### config.mk
export PLATFORM = sky130hd
export DESIGN_NAME = remote_comm
export DESIGN_NICKNAME = d
export VERILOG_FILES = /design/src/rtl/remote_comm.sv
export SDC_FILE = /design/constraint.sdc
export NUM_CORES = 1
export LEC_CHECK = 0
export ABC_AREA = 1
export CORE_MARGIN = 1.5
export CORE_UTILIZATION = 52
export CTS_CLUSTER_DIAMETER = 40
export CTS_CLUSTER_SIZE = 28
export DETAILED_ROUTE_END_ITERATION = 8
export GPL_TIMING_DRIVEN = 0
export MAX_ROUTING_LAYER = met4
export PLACE_DENSITY = 0.76
export SYNTH_ARGS = -nofsm -noshare
export SYNTH_HDL_FRONTEND = slang
export SYNTH_SLANG_ARGS = --single-unit
### constraint.sdc
create_clock -name clk -period 1.68 [get_ports clk]
set_input_delay 0.252 -clock clk [delete_from_list [all_inputs] [get_ports clk]]
set_output_delay 0.252 -clock clk [all_outputs]
set_load 0.05 [all_outputs]
### src/rtl/remote_comm.sv
// Host-side UART endpoint: sends a 16-bit command as two 8N1 bytes (high byte first) and
// receives response bytes. Define RESP_TIMEOUT_EN to add the response-timeout counter.
module remote_comm #(
  parameter int unsigned BAUD_DIV    = 434,
  parameter int unsigned TIMEOUT_CYC = 2**24
) (
  input  logic        clk,
  input  logic        rst,
  input  logic [15:0] cmd,
  input  logic        snd_cmd,
  output logic        cmd_snt,
  output logic        busy,
  output logic        TX,
  input  logic        RX,
  output logic [7:0]  resp,
  output logic        resp_rdy,
  input  logic        clr_resp_rdy,
  output logic        resp_timeout
);

  if (BAUD_DIV < 4 || BAUD_DIV > 4095 || TIMEOUT_CYC < 2 || TIMEOUT_CYC > 2**25)
  begin : g_bad_param
    $error("remote_comm: BAUD_DIV or TIMEOUT_CYC out of range");
  end

  localparam logic [11:0] BaudLoad = 12'(BAUD_DIV - 1);
  localparam logic [11:0] BaudHalf = 12'(BAUD_DIV / 2);

  typedef enum logic [1:0] {TxIdle, TxHi, TxLo, TxDone} tx_state_e;
  typedef enum logic [2:0] {RxIdle, RxStart, RxData, RxStop, RxWait} rx_state_e;

  // ---------------------------------------------------------------- transmit
  tx_state_e   tx_state_q;
  logic [11:0] tx_baud_q;
  logic [3:0]  tx_bit_q;
  logic [9:0]  tx_shift_q;
  logic [7:0]  tx_lo_q;
  logic        busy_q;
  logic        cmd_snt_q;
  logic        tx_accept;

  // DONE accepts a new command too, so back-to-back commands have no idle gap.
  assign tx_accept = snd_cmd && (tx_state_q == TxIdle || tx_state_q == TxDone);

  always_ff @(posedge clk) begin
    if (rst) begin
      tx_state_q <= TxIdle;
      tx_baud_q  <= '0;
      tx_bit_q   <= '0;
      tx_shift_q <= '1;
      tx_lo_q    <= '0;
      busy_q     <= 1'b0;
      cmd_snt_q  <= 1'b0;
    end else begin
      cmd_snt_q <= 1'b0;
      case (tx_state_q)
        TxIdle, TxDone: begin
          tx_state_q <= TxIdle;
          if (tx_accept) begin
            tx_shift_q <= {1'b1, cmd[15:8], 1'b0};
            tx_lo_q    <= cmd[7:0];
            tx_baud_q  <= BaudLoad;
            tx_bit_q   <= '0;
            busy_q     <= 1'b1;
            tx_state_q <= TxHi;
          end
        end
        TxHi, TxLo: begin
          if (tx_baud_q != 12'd0) begin
            tx_baud_q <= tx_baud_q - 12'd1;
          end else begin
            tx_baud_q <= BaudLoad;
            if (tx_bit_q == 4'd9) begin
              tx_bit_q <= '0;
              if (tx_state_q == TxHi) begin
                tx_shift_q <= {1'b1, tx_lo_q, 1'b0};
                tx_state_q <= TxLo;
              end else begin
                tx_shift_q <= '1;
                busy_q     <= 1'b0;
                cmd_snt_q  <= 1'b1;
                tx_state_q <= TxDone;
              end
            end else begin
              tx_shift_q <= {1'b1, tx_shift_q[9:1]};
              tx_bit_q   <= tx_bit_q + 4'd1;
            end
          end
        end
        default: tx_state_q <= TxIdle;
      endcase
    end
  end

  assign TX      = tx_shift_q[0];
  assign busy    = busy_q;
  assign cmd_snt = cmd_snt_q;

  // ----------------------------------------------------------------- receive
  rx_state_e   rx_state_q;
  logic        rx_meta_q, rx_sync_q, rx_prev_q;
  logic [11:0] rx_baud_q;
  logic [2:0]  rx_bit_q;
  logic [7:0]  rx_data_q;
  logic [7:0]  resp_q;
  logic        resp_rdy_q;

  always_ff @(posedge clk) begin
    if (rst) begin
      rx_meta_q  <= 1'b1;
      rx_sync_q  <= 1'b1;
      rx_prev_q  <= 1'b1;
      rx_state_q <= RxIdle;
      rx_baud_q  <= '0;
      rx_bit_q   <= '0;
      rx_data_q  <= '0;
      resp_q     <= '0;
      resp_rdy_q <= 1'b0;
    end else begin
      rx_meta_q <= RX;
      rx_sync_q <= rx_meta_q;
      rx_prev_q <= rx_sync_q;
      // A completing byte below overrides this clear.
      if (clr_resp_rdy || tx_accept) resp_rdy_q <= 1'b0;
      case (rx_state_q)
        RxIdle: begin
          if (rx_prev_q && !rx_sync_q) begin
            rx_baud_q  <= BaudHalf;
            rx_state_q <= RxStart;
          end
        end
        RxStart: begin
          if (rx_baud_q != 12'd0) begin
            rx_baud_q <= rx_baud_q - 12'd1;
          end else if (rx_sync_q) begin
            rx_state_q <= RxIdle;
          end else begin
            rx_baud_q  <= BaudLoad;
            rx_bit_q   <= '0;
            rx_state_q <= RxData;
          end
        end
        RxData: begin
          if (rx_baud_q != 12'd0) begin
            rx_baud_q <= rx_baud_q - 12'd1;
          end else begin
            rx_data_q <= {rx_sync_q, rx_data_q[7:1]};
            rx_baud_q <= BaudLoad;
            if (rx_bit_q == 3'd7) rx_state_q <= RxStop;
            else                  rx_bit_q   <= rx_bit_q + 3'd1;
          end
        end
        RxStop: begin
          if (rx_baud_q != 12'd0) begin
            rx_baud_q <= rx_baud_q - 12'd1;
          end else if (rx_sync_q) begin
            resp_q     <= rx_data_q;
            resp_rdy_q <= 1'b1;
            rx_state_q <= RxIdle;
          end else begin
            rx_state_q <= RxWait;
          end
        end
        RxWait: begin
          if (rx_sync_q) rx_state_q <= RxIdle;
        end
        default: rx_state_q <= RxIdle;
      endcase
    end
  end

  assign resp     = resp_q;
  assign resp_rdy = resp_rdy_q;

  // ----------------------------------------------------------------- timeout
`ifdef RESP_TIMEOUT_EN
  localparam logic [24:0] TmoLast = 25'(TIMEOUT_CYC - 1);

  logic [24:0] tmo_cnt_q;
  logic        tmo_run_q;
  logic        tmo_pulse_q;
  logic        rdy_prev_q;

  always_ff @(posedge clk) begin
    if (rst) begin
      tmo_cnt_q   <= '0;
      tmo_run_q   <= 1'b0;
      tmo_pulse_q <= 1'b0;
      rdy_prev_q  <= 1'b0;
    end else begin
      rdy_prev_q  <= resp_rdy_q;
      tmo_pulse_q <= 1'b0;
      if (tx_accept || (resp_rdy_q && !rdy_prev_q)) begin
        tmo_run_q <= 1'b0;
      end else if (cmd_snt_q) begin
        tmo_run_q <= 1'b1;
        tmo_cnt_q <= 25'd1;
      end else if (tmo_run_q) begin
        if (tmo_cnt_q == TmoLast) begin
          tmo_pulse_q <= 1'b1;
          tmo_run_q   <= 1'b0;
        end else begin
          tmo_cnt_q <= tmo_cnt_q + 25'd1;
        end
      end
    end
  end

  assign resp_timeout = tmo_pulse_q;
`else
  assign resp_timeout = 1'b0;
`endif

endmodule

==> impl_results.md <==
- Crit path kind: reg -> reg
- Final GP Congestion: between 0.8 and 0.9
- Largest net degree at the start of global routing: 14
- Max Cap Violations: 0
- Synthesis-to-finish area growth: 23.4%
- Source of the worst register-to-register timing path: rx_baud_q[1]
- Global-route wire length before repair: 13.9 mm
- # clock sinks: 75
- Final Max Slew Viols: 0
- Final worst path period share: 0.970
- Die W: just under 90 um
- Initial Utilization: 0.541
- Detail-routed via count per cell: just over 5
- Yosys reg bits: between 70 and 80
- Status: finished, final reports clean
- Main flop type after synthesis: dfxtp_1
- Worst skew pair latency: 0.35 ns
- Final hold violations: 0
- Top post-synthesis cells by area: dfxtp_1 41%, nand2_1 11%, nor2_1 10%
- Antenna Nets Post-Route: 0
- Worst-path clk slew: about 0.08 ns
- Core area: 0.00683 mm2
- Final Cell Area: approximately 0.0046 mm2
- Number of antenna violations at the first check in global routing: 0
- Clk pwr share: 0.194
- Clk_skew: roughly 0.0086 ns
- Placed standard-cell area: between 0.004 and 0.005 mm2
- TritonCTS clock tree: built
- H-tree Lvls: 3
- IO Count: 34
- Slew HR: 0.565
- Pwr dens: 1720 mW/mm2
- First-pass DRT Iterations: 5
- Number of global-route vias before repair: about 3100
- Syn Area/Cell: 6.93 um2
- Syn_nets: approximately 560
- Root buf cell: clkbuf_8
- DR iter-0 viols: 148
- Final core utilization: 0.668
- Leakage power: 2.10 nW
- Post-synthesis cell area: 0.00369 mm2
- Hold-fix buffers at CTS: 0
- Crit path largest cell delay: between 0.3 and 0.4 ns
- Critical Path End Type: flop
- Overall Power: around 7.8 mW
- Fillcell total: between 600 and 700
- Int Power: around 4.4 mW
- Peak supply drop: between 0.9 and 1 mV
- Fin crit period: around 1.6 ns
- # DRC: 0
- Sequential fraction of the synthesis area: 0.406
- Final count of negative-setup-slack endpoints: 0
- PortBufs: 32
- Max Root-Sink Buffers: 2
- Fmax: between 0.6 and 0.7 GHz
- Number of synthesized flops with an enable pin: 0
- Synth area leader: dfxtp_1
- Switching Power: approximately 3.4 mW
- GRT Overall Usage: 0.238
- Number of library cell types mapped by synthesis: 35
- CP Cell Sequence: inv_4 -> ha_4 -> nand2_2 -> nor2_4 -> nand2_4 -> nor3_4 -> buf_12 -> inv_4 -> nor2_1 -> nor2_1
- Row count: 30
- Worst-margin pin slew: 0.652 ns
- Worst r2r path cells: 10
- Grt ovf: 0
- Crit path capture: resp[1]
- R2R setup slack: 0.05 ns
- Crit path required time: between 1.5 and 2 ns
- Mapped Cells: around 530
- Seq pwr share: 0.326
- Worst min-delay path class: reg -> reg
- TritonCTS Buffers: 9
- Die Y: 87.3 um
- Crit path buffers/inverters: 3
- Routed wire length: ~8.7 mm
- Crit. Startpoint: rx_baud_q[1]
- Die area: roughly 0.0076 mm2
- Crit path max fanout: 9
- Setup TNS: 0 ns
- Layout Nets: around 620
- Per-cell routed wire length: 12.7 um
- WP data arrival: about 1.9 ns
- Top cells by count, synth: 113 x nand2_1, 99 x nor2_1, 75 x dfxtp_1
- Critical path's top delay family: simple AND/OR/NAND/NOR gates
- Critical path startpoint category: flop
- Switching share of total power: 0.435
- R2R Path End: resp[1]
- Post-DP HPWL: 5.93 mm
- CP max stage cell: dfxtp_2
- Routed vias: 3562
- Warnings from Yosys: 0
- Post-synth ARST share: 0
- Diode count: 0
- Yosys top cell area share: 0.406
- CP Depth: 10
- Logic pwr share: 0.480
- Most common cell in the netlist: nand2_1
- Layout cells sized above 1: 0.157
layout by cell type (no fill, tap or decap), drive strengths merged:
cell / instances
nand2: 119
nor2: 110
dfxtp: 75
inv: 54
o21ai: 49
nand3: 48
a21oi: 24
clkdlybuf4s50: 20
clkbuf: 17
buf: 15
dlygate4sd2: 12
xor2: 9
ha: 9
nand4: 8
nor3: 7
clkinvlp: 4
or2: 3
bufinv: 2
clkinv: 2
nor3b: 1
a211oi: 1
a31oi: 1
o22ai: 1
nor4: 1
conb: 1
kinds of logic after synthesis:
kind of cell	share of synthesized area
buf+inv	0.0715
xor+xnor	0.0213
fa+ha+maj	0.0305
flops	0.406
compound gates	0.108
simple gates	0.361
other cells	0.00101
sequential cells by signal (all words and copies together), names as in the netlist:
register / flops
tx_lo_q: 8
tx_state_q: 2
tx_bit_q: 4
resp: 8
rx_bit_q: 3
rx_baud_q: 12
resp_rdy: 1
busy: 1
cmd_snt: 1
rx_state_q: 3
tx_shift_q: 9
tx_baud_q: 12
rx_meta_q: 1
rx_sync_q: 1
rx_data_q: 8
rx_prev_q: 1
area by class of cell:
type	count	area [um2]	share of cell area
tap	96	120	0.0263
multi-input combinational	392	2010	0.440
timing repair buffer	44	425	0.0933
clock inverter	7	92.6	0.0203
buffer	11	63.8	0.0140
inverter	55	220	0.0483
sequential	75	1510	0.331
clock buffer	9	124	0.0272
per-layer routing:
metal	GRT usage	vias up	wire (um)
li1	-	1819	-
met4	0.0779	0	89
met1	0.279	1668	3890
met3	0.0540	7	341
met2	0.402	68	4420
met5	-	-	0
power groups by stage:
stage | Sequential (mW) | Clock, mW | Combinational, mW
2_1_floorplan | 2.57 | 0 | 2.63
3_3_place_gp | 2.54 | 0 | 3.30
3_5_place_dp | 2.55 | 0 | 3.39
4_1_cts | 2.51 | 1.53 | 3.43
5_1_grt | 2.61 | 1.60 | 4.22
6_report | 2.56 | 1.52 | 3.76
worst min path at each step:
stage / start / to / slack [ns] / depth (start not counted)
after floorplan: RX / rx_meta_q / 0.36 / 1
after global placement: rx_meta_q / rx_sync_q / 0.39 / 1
after detailed placement: rx_meta_q / rx_sync_q / 0.41 / 1
after CTS: rx_meta_q / rx_sync_q / 0.43 / 1
after global routing: rx_meta_q / rx_sync_q / 0.44 / 1
final: rx_meta_q / rx_sync_q / 0.42 / 1
repair_timing:
item | CTS | global route
resized for setup | 16 | 36
buffers inserted | 2 | 9
gates cloned | 0 | 1
endpoints found under the setup margin | 52 | 56
pin swaps | 3 | 12
through the flow:
step	hold slack, ns	setup slack [ns]	instances
floorplan	0.356	0.109	533
global placement	0.394	-0.210	661
detailed placement	0.407	-0.247	661
CTS	0.427	0.0239	679
global route	0.436	-0.0501	689
finish	0.424	0.0504	689
Power figures use the tool's default switching activity.
